### config.mk
export PLATFORM = sky130hd
export DESIGN_NAME = clock_ctrl
export DESIGN_NICKNAME = d
export VERILOG_FILES = /design/src/rtl/clock_ctrl.sv
export SDC_FILE = /design/constraint.sdc
export NUM_CORES = 1
export LEC_CHECK = 0
export BUFFER_PORTS_ARGS = -buffer_cell sky130_fd_sc_hd__buf_2
export CAP_MARGIN = 15
export CELL_PAD_IN_SITES_DETAIL_PLACEMENT = 1
export CELL_PAD_IN_SITES_GLOBAL_PLACEMENT = 1
export CORE_MARGIN = 3
export CORE_UTILIZATION = 51
export DETAILED_ROUTE_END_ITERATION = 8
export GPL_ROUTABILITY_DRIVEN = 0
export PLACE_DENSITY = 0.85
export SLEW_MARGIN = 20
export SYNTH_ARGS = -nofsm -noshare
export SYNTH_HDL_FRONTEND = slang
export SYNTH_SLANG_ARGS = --single-unit
### constraint.sdc
create_clock -name clk -period 5.6 [get_ports clk]
set_clock_uncertainty 0.05 [all_clocks]
set_input_delay 0 -clock clk [delete_from_list [all_inputs] [get_ports clk]]
set_output_delay 0 -clock clk [all_outputs]
set_load 0.01 [all_outputs]
### src/rtl/clock_ctrl.sv
// Control block for a digital clock: button conditioning, RUN/SET mode FSM,
// one-second tick prescaler and blink generator for the field being set.
module clock_ctrl #(
  parameter int TICK_DIV = 50_000_000,
  parameter int DB_LEN   = 16
) (
  input  logic       clk,
  input  logic       rst,
  input  logic       btn_mode,
  input  logic       btn_add,
  output logic       second,
  output logic       modify,
  output logic       add_hr,
  output logic       add_min,
  output logic       add_sec,
  output logic [1:0] mode,
  output logic       blink
);

  localparam int PW  = $clog2(TICK_DIV);
  localparam int BW  = $clog2(TICK_DIV / 2);
  localparam int DBW = $clog2(DB_LEN + 1);

  localparam logic [PW-1:0]  TICK_MAX = PW'(TICK_DIV - 1);
  localparam logic [BW-1:0]  HALF_MAX = BW'(TICK_DIV / 2 - 1);
  localparam logic [DBW-1:0] DB_MAX   = DBW'(DB_LEN);

  typedef enum logic [1:0] {
    RUN     = 2'd0,
    SET_HR  = 2'd1,
    SET_MIN = 2'd2,
    SET_SEC = 2'd3
  } state_e;

  // Bit 0 carries the mode button, bit 1 the add button.
  logic [1:0]     sync1_q, sync2_q, db_q, db_d, db_prev_q, press_q;
  logic [DBW-1:0] cnt_q [2];
  logic [DBW-1:0] cnt_d [2];

  state_e         state_q;
  logic [PW-1:0]  presc_q;
  logic [BW-1:0]  blink_cnt_q;
  logic           blink_q, second_q, modify_q;
  logic           add_hr_q, add_min_q, add_sec_q;

  logic           mode_press_s, add_press_s;

  function automatic state_e next_mode(input state_e s);
    case (s)
      RUN:     return SET_HR;
      SET_HR:  return SET_MIN;
      SET_MIN: return SET_SEC;
      default: return RUN;
    endcase
  endfunction

  // Debounce next-state: flip the level once the mismatch has lasted long enough.
  always_comb begin
    for (int i = 0; i < 2; i++) begin
      cnt_d[i] = {DBW{1'b0}};
      db_d[i]  = db_q[i];
      if (sync2_q[i] != db_q[i]) begin
        if (cnt_q[i] == DB_MAX) begin
          cnt_d[i] = {DBW{1'b0}};
          db_d[i]  = ~db_q[i];
        end else begin
          cnt_d[i] = cnt_q[i] + DBW'(1);
          db_d[i]  = db_q[i];
        end
      end else begin
        cnt_d[i] = {DBW{1'b0}};
        db_d[i]  = db_q[i];
      end
    end
  end

  // Synchronizers, debounced levels and rising-edge press pulses.
  always_ff @(posedge clk) begin
    if (rst) begin
      sync1_q   <= 2'b00;
      sync2_q   <= 2'b00;
      db_q      <= 2'b00;
      db_prev_q <= 2'b00;
      press_q   <= 2'b00;
      cnt_q[0]  <= {DBW{1'b0}};
      cnt_q[1]  <= {DBW{1'b0}};
    end else begin
      sync1_q   <= {btn_add, btn_mode};
      sync2_q   <= sync1_q;
      db_q      <= db_d;
      db_prev_q <= db_q;
      press_q   <= db_q & ~db_prev_q;
      cnt_q[0]  <= cnt_d[0];
      cnt_q[1]  <= cnt_d[1];
    end
  end

  assign mode_press_s = press_q[0];
  assign add_press_s  = press_q[1];

  // Mode FSM with prescaler, blink timer and all registered outputs.
  always_ff @(posedge clk) begin
    if (rst) begin
      state_q     <= RUN;
      presc_q     <= {PW{1'b0}};
      blink_cnt_q <= {BW{1'b0}};
      blink_q     <= 1'b1;
      second_q    <= 1'b0;
      modify_q    <= 1'b0;
      add_hr_q    <= 1'b0;
      add_min_q   <= 1'b0;
      add_sec_q   <= 1'b0;
    end else begin
      add_hr_q  <= 1'b0;
      add_min_q <= 1'b0;
      add_sec_q <= 1'b0;
      second_q  <= 1'b0;
      if (mode_press_s) begin
        // A mode press wins over a coincident add press; timers restart.
        state_q     <= next_mode(state_q);
        modify_q    <= (next_mode(state_q) != RUN);
        presc_q     <= {PW{1'b0}};
        blink_cnt_q <= {BW{1'b0}};
        blink_q     <= 1'b1;
      end else if (state_q == RUN) begin
        modify_q    <= 1'b0;
        second_q    <= (presc_q == TICK_MAX);
        presc_q     <= (presc_q == TICK_MAX) ? {PW{1'b0}} : presc_q + PW'(1);
        blink_cnt_q <= {BW{1'b0}};
        blink_q     <= 1'b1;
      end else begin
        modify_q <= 1'b1;
        presc_q  <= {PW{1'b0}};
        if (blink_cnt_q == HALF_MAX) begin
          blink_cnt_q <= {BW{1'b0}};
          blink_q     <= ~blink_q;
        end else begin
          blink_cnt_q <= blink_cnt_q + BW'(1);
        end
        if (add_press_s) begin
          case (state_q)
            SET_HR:  add_hr_q  <= 1'b1;
            SET_MIN: add_min_q <= 1'b1;
            SET_SEC: add_sec_q <= 1'b1;
            default: add_hr_q  <= 1'b0;
          endcase
        end
      end
    end
  end

  assign mode    = state_q;
  assign modify  = modify_q;
  assign second  = second_q;
  assign blink   = blink_q;
  assign add_hr  = add_hr_q;
  assign add_min = add_min_q;
  assign add_sec = add_sec_q;

endmodule

# Word-level counts from Yosys, hierarchy flattened
# Memories as Yosys holds them, arrays and structs flattened.
# Index checks and enable logic that the tools add are counted.
[word_totals] reg_bits=69 ram_bits=10 in_bits=4 mem_count=1
[op_classes] n_addsub=4 n_eq_ne=9 n_mux=17 bitwise_logic=9 n_reduce_logical=9
[memory_table] name="cnt_q" words=2 word_bits=5 rd=2 rd_ports_with_merged_regs=0 wr=2 line="37" text="logic [DBW-1:0] cnt_q [2];"
[ops] operator="two-way mux 5 bit" n=6
[ops] operator="adder 26 x 1 -> 26 bit, second input constant" n=1
[ops] operator="equality test 26 bit, second input constant" n=1
[ops] operator="adder 25 x 1 -> 25 bit, second input constant" n=1
[ops] operator="equality test 25 bit, second input constant" n=1
[ops] operator="OR reduction 4 bit" n=3
[ops] operator="adder 5 x 1 -> 5 bit, second input constant" n=2
[ops] operator="equality test 5 bit, second input constant" n=2
[ops] operator="two-way mux 1 bit" n=8
[ops] operator="case mux 2 bit (3 select lines)" n=1
[ops] operator="OR reduction 3 bit" n=2
[ops] operator="inverter 1 bit" n=5
[ops] operator="equality test 2 bit, second input constant" n=2
[ops] operator="two-way mux 2 bit" n=2
[ops] operator="AND reduction 2 bit" n=2
[ops] operator="AND 2 bit" n=1
[ops] operator="equality test 2 x 1 -> 1 bit, second input constant" n=1
[ops] operator="logical NOT 2 bit" n=1
[ops] operator="!= test 1 bit" n=2
[ops] operator="inverter 2 bit" n=1
[ops] operator="bitwise OR 1 bit" n=2
[ops] operator="nonzero test 2 bit" n=1

# Depth between registers and ports, before layout
[depth] ltp_word=6 ltp_mapped=6

# Worst setup path after synthesis
# Ideal clock, no wire load.
[synth_timing] path_type="flip-flop to flip-flop" start="reg presc_q[0]" end="reg presc_q[20]" setup_time_ns=0.070 t_arrival_ns=1.861 required_ns=5.480 setup_slack_ns=3.618 stages_incl_launch_ff=7 n_path_buf=1 synth_period_minus_slack_ns=1.982 path_cell_list="dfxtp_1 ha_1 nand4_4 or3_1 buf_2 or4_1 a21oi_1"
[synth_via] elab_chain_cells=2
[synth_lines] item="start: declaration" line="41" text="logic [PW-1:0] presc_q;"
[synth_lines] item="start signal: assignment" line="105" text="presc_q <= {PW{1'b0}};"
[synth_lines] item="start signal: assignment" line="122" text="presc_q <= {PW{1'b0}};"
[synth_lines] item="start signal: assignment" line="128" text="presc_q <= (presc_q == TICK_MAX) ? {PW{1'b0}} : presc_q + PW'(1);"
[synth_lines] item="parallel branches: the longest is 2 deep, another holds adder 26 x 1 -> 26 bit"
# Several ways; the timed one is not identified.
# A chain may end at the register's enable or synchronous reset.

# Final worst setup path
[layout_timing] start="reg blink_cnt_q[0]" end="reg blink_cnt_q[9]"
[layout_via] elab_chain_cells=2
[layout_lines] item="start: declaration" line="42" text="logic [BW-1:0] blink_cnt_q;"
[layout_lines] item="start signal: assignment" line="106" text="blink_cnt_q <= {BW{1'b0}};"
[layout_lines] item="start signal: assignment" line="123" text="blink_cnt_q <= {BW{1'b0}};"
[layout_lines] item="start signal: assignment" line="129" text="blink_cnt_q <= {BW{1'b0}};"
[layout_lines] item="parallel branches: the longest is 2 deep, another holds adder 25 x 1 -> 25 bit"
# Several ways; the timed one is not identified.

==> metrics.txt <==
Max stage delay on crit path 0.74 ns; Area Overhead vs Synth 11.8%; post-CTS setup buffers 0; fraction of layout cells with a size suffix above 1 9.18%; met2 usage 40.1%; R2R Setup Slk 3.30 ns; filler cell count 759; CP max FO 12; CP Capture Point blink_cnt_q[9]; Max IR drop VDD 181 uV; R2R Path Start blink_cnt_q[0]; CP arrival 2.49 ns; antenna-violating nets left 0; Final WS setup 3.30 ns; CP cell instances ha_1 -> and3_1 -> nand3_1 -> o31ai_2 -> buf_4 -> nor2_1; vias in the first global route 2884; GRT Residual Overflow 0; simple-gate share of the synthesized area 28.2%; synth warn 0; first-pass GRT wire length 13400 um; worst slew pin tran 0.770 ns; Crit-path slowest cell o31ai_2; main combinational cell family by area after synthesis simple AND/OR/NAND/NOR gates; Setup violations, final 0; Iteration-0 DRC Markers 98; Max Fclk 0.434 GHz; crit path launch type flop; Cell Rows 29; Crit path max-delay family compound AO/OA/AOI/OAI gates; Hold Path Class flop to flop; H-tree depth 3; # DRC 0; status finished clean; fin. max-slew vios 0; Pleak 1.24 nW; 1st-pass router iterations 4; R2R depth 6; Max-slew headroom 48.3%; initial antenna violation count 0; Clk Tree Root Cell clkbuf_8; CORE AREA 0.00642 mm2; total power per unit cell area 272 mW/mm2; RR Endpoint blink_cnt_q[9]; Seq cells post-synth 79; CTS Buf Count 9; xor/xnor share of the synthesized area 8.74%; RSZ-0062 raised after global routing no; wire per inst 16.5 um; GRT met1 Usage 25.0%; Worst-Skew Late Latency 0.36 ns; Chip Width 87.7 um; pre-CTS WS 3.32 ns; Worst EP required 5.79 ns; Clock Path Buffers 2; Tmin final 2.30 ns; die area 0.00769 mm2; sequential share of the synthesized area 46.4%; syn_area_per_cell 8.99 um2; final cycle utilization of the critical path 41.1%; Gate Count Post-Synth 379; first element of the critical path blink_cnt_q[0]; Starting Density 53.0%; Synth Cell Area 0.00341 mm2; Antenna Cells 0; Via Count 2783; largest net degree at the start of global routing 17; Buffers on Ports 11; CTS Sinks 79; most common cell after layout, fill and taps aside dfxtp_1; kind of critical path flop to flop; Die Span Y 87.7 um; stages on the worst setup path 6; Setup crit end kind flop; gr usage total 22.0%; Reg clk slew, reported paths 0.10 ns; Final #Nets 413; post-synthesis mux area share 1.76%; Via density 5.80; grt met3 use 4.70%; total wire length 7900 um; number of max-cap violations 0; compound-gate portion of the synthesized area 7.64%; post-detail-place hpwl 4970 um; synth unique cells 32; most frequent cells in the layout 79 x dfxtp_1, 53 x nor2_1, 24 x xnor2_1, 20 x nand2_1, 19 x a21oi_1; post-synth net total 394; busiest grt layer met2; setup TNS 0 ns; Final Hold Vio Count 0; Post-Synth Adder-Cell Area 4.04%; Final Power 0.00104 W; Final Core Density 59.3%; CTS tree done; cts repair resizes 0; worst path buffer plus inverter count 1; I/O pins 12
cell usage after synthesis (all sizes together):
library cell / count / area [um2]
or3: 18 / 113
nor4: 8 / 56.3
a21oi: 19 / 95.1
xnor2: 24 / 210
o41ai: 1 / 16.3
ha: 11 / 138
nor2: 53 / 199
xor2: 10 / 87.6
o21ai: 13 / 65.1
nand3: 17 / 90.1
or4: 13 / 101
nand4: 11 / 83.8
or2: 1 / 6.26
a211oi: 2 / 15.0
inv: 17 / 63.8
nor2b: 9 / 56.3
nand2: 20 / 75.1
dfxtp: 79 / 1580
nor4b: 5 / 43.8
clkbuf: 8 / 30.0
a41oi: 1 / 8.76
o31ai: 8 / 60.1
and4: 4 / 35.0
nor3: 10 / 50.1
mux2i: 6 / 60.1
and2: 1 / 6.26
buf: 3 / 15.0
and3: 7 / 43.8
metal layers:
layer | share of wire [%] | routed length, um | vias up
li1 | - | - | 1373
met1 | 44 | 3500 | 1365
met3 | 2.1 | 164 | 14
met2 | 52 | 4110 | 31
met4 | 1.6 | 123 | 0
met5 | 0 | 0 | -
layout make-up:
| class | instances | area, um2 | share of cell area (%) |
|---|---|---|---|
| clock buffers | 9 | 124 | 3.25 |
| multi-input cells | 272 | 1730 | 45.5 |
| inverters | 17 | 63.8 | 1.68 |
| well taps | 77 | 96.3 | 2.53 |
| flip-flops and latches | 79 | 1580 | 41.5 |
| clock inverters | 7 | 83.8 | 2.20 |
| repair buffers | 19 | 128 | 3.35 |
power by group:
| part | leakage [nW] | internal (W) | switching [W] |
|---|---|---|---|
| logic | 0.501 | 0.00000822 | 0.0000105 |
| registers | 0.638 | 0.000565 | 0.00000383 |
| clock network | 0.103 | 0.000215 | 0.000233 |
| total | 1.24 | 0.000788 | 0.000247 |
worst register-to-register path, cell delays in order (launching register included):
cell and delay (ns):
dfxtp_1 0.39, ha_1 0.22, and3_1 0.20, nand3_1 0.21
o31ai_2 0.74, buf_4 0.32, nor2_1 0.07
per-stage QoR:
step	instance area (um2)	std cells	hold slack, ns
final	3810	480	0.354
after CTS	3810	480	0.356
after global routing	3810	480	0.376
after detailed placement	3550	459	0.168
after floorplan	3410	379	0.0291
after global placement	3550	459	0.157
repair_timing:
action | in CTS | in global routing
hold buffers | 5 | 0
endpoints found under the hold margin | 11 | 0
endpoints found under the setup margin | 0 | 0
state kept, by name, indices dropped and copies added, names as in the netlist:
| name | cells |
|---|---|
| mode | 2 |
| sync1_q | 2 |
| db_q | 2 |
| sync2_q | 2 |
| modify | 1 |
| cnt_q | 10 |
| blink | 1 |
| db_prev_q | 2 |
| add_min | 1 |
| blink_cnt_q | 25 |
| add_hr | 1 |
| press_q | 2 |
| second | 1 |
| add_sec | 1 |
| presc_q | 26 |
how the worst min path moves through the flow:
stage / cells after the start / to / from
4_1_cts: 1 / press_q[0] / db_prev_q[0]
3_5_place_dp: 2 / sync1_q[1] / btn_add
5_1_grt: 1 / press_q[0] / db_prev_q[0]
2_1_floorplan: 1 / db_prev_q[0] / rst
3_3_place_gp: 2 / sync1_q[1] / btn_add
6_report: 1 / press_q[0] / db_prev_q[0]
cell families (layout without fill, tap and decap cells):
family | after synthesis | count (layout)
compound gates | 44 | 44
xor+xnor | 34 | 34
fa+ha+maj | 11 | 11
buf+inv | 28 | 52
mux | 6 | 6
simple gates | 177 | 177
flops | 79 | 79
Note: power is estimated with default switching activity, not from simulation.
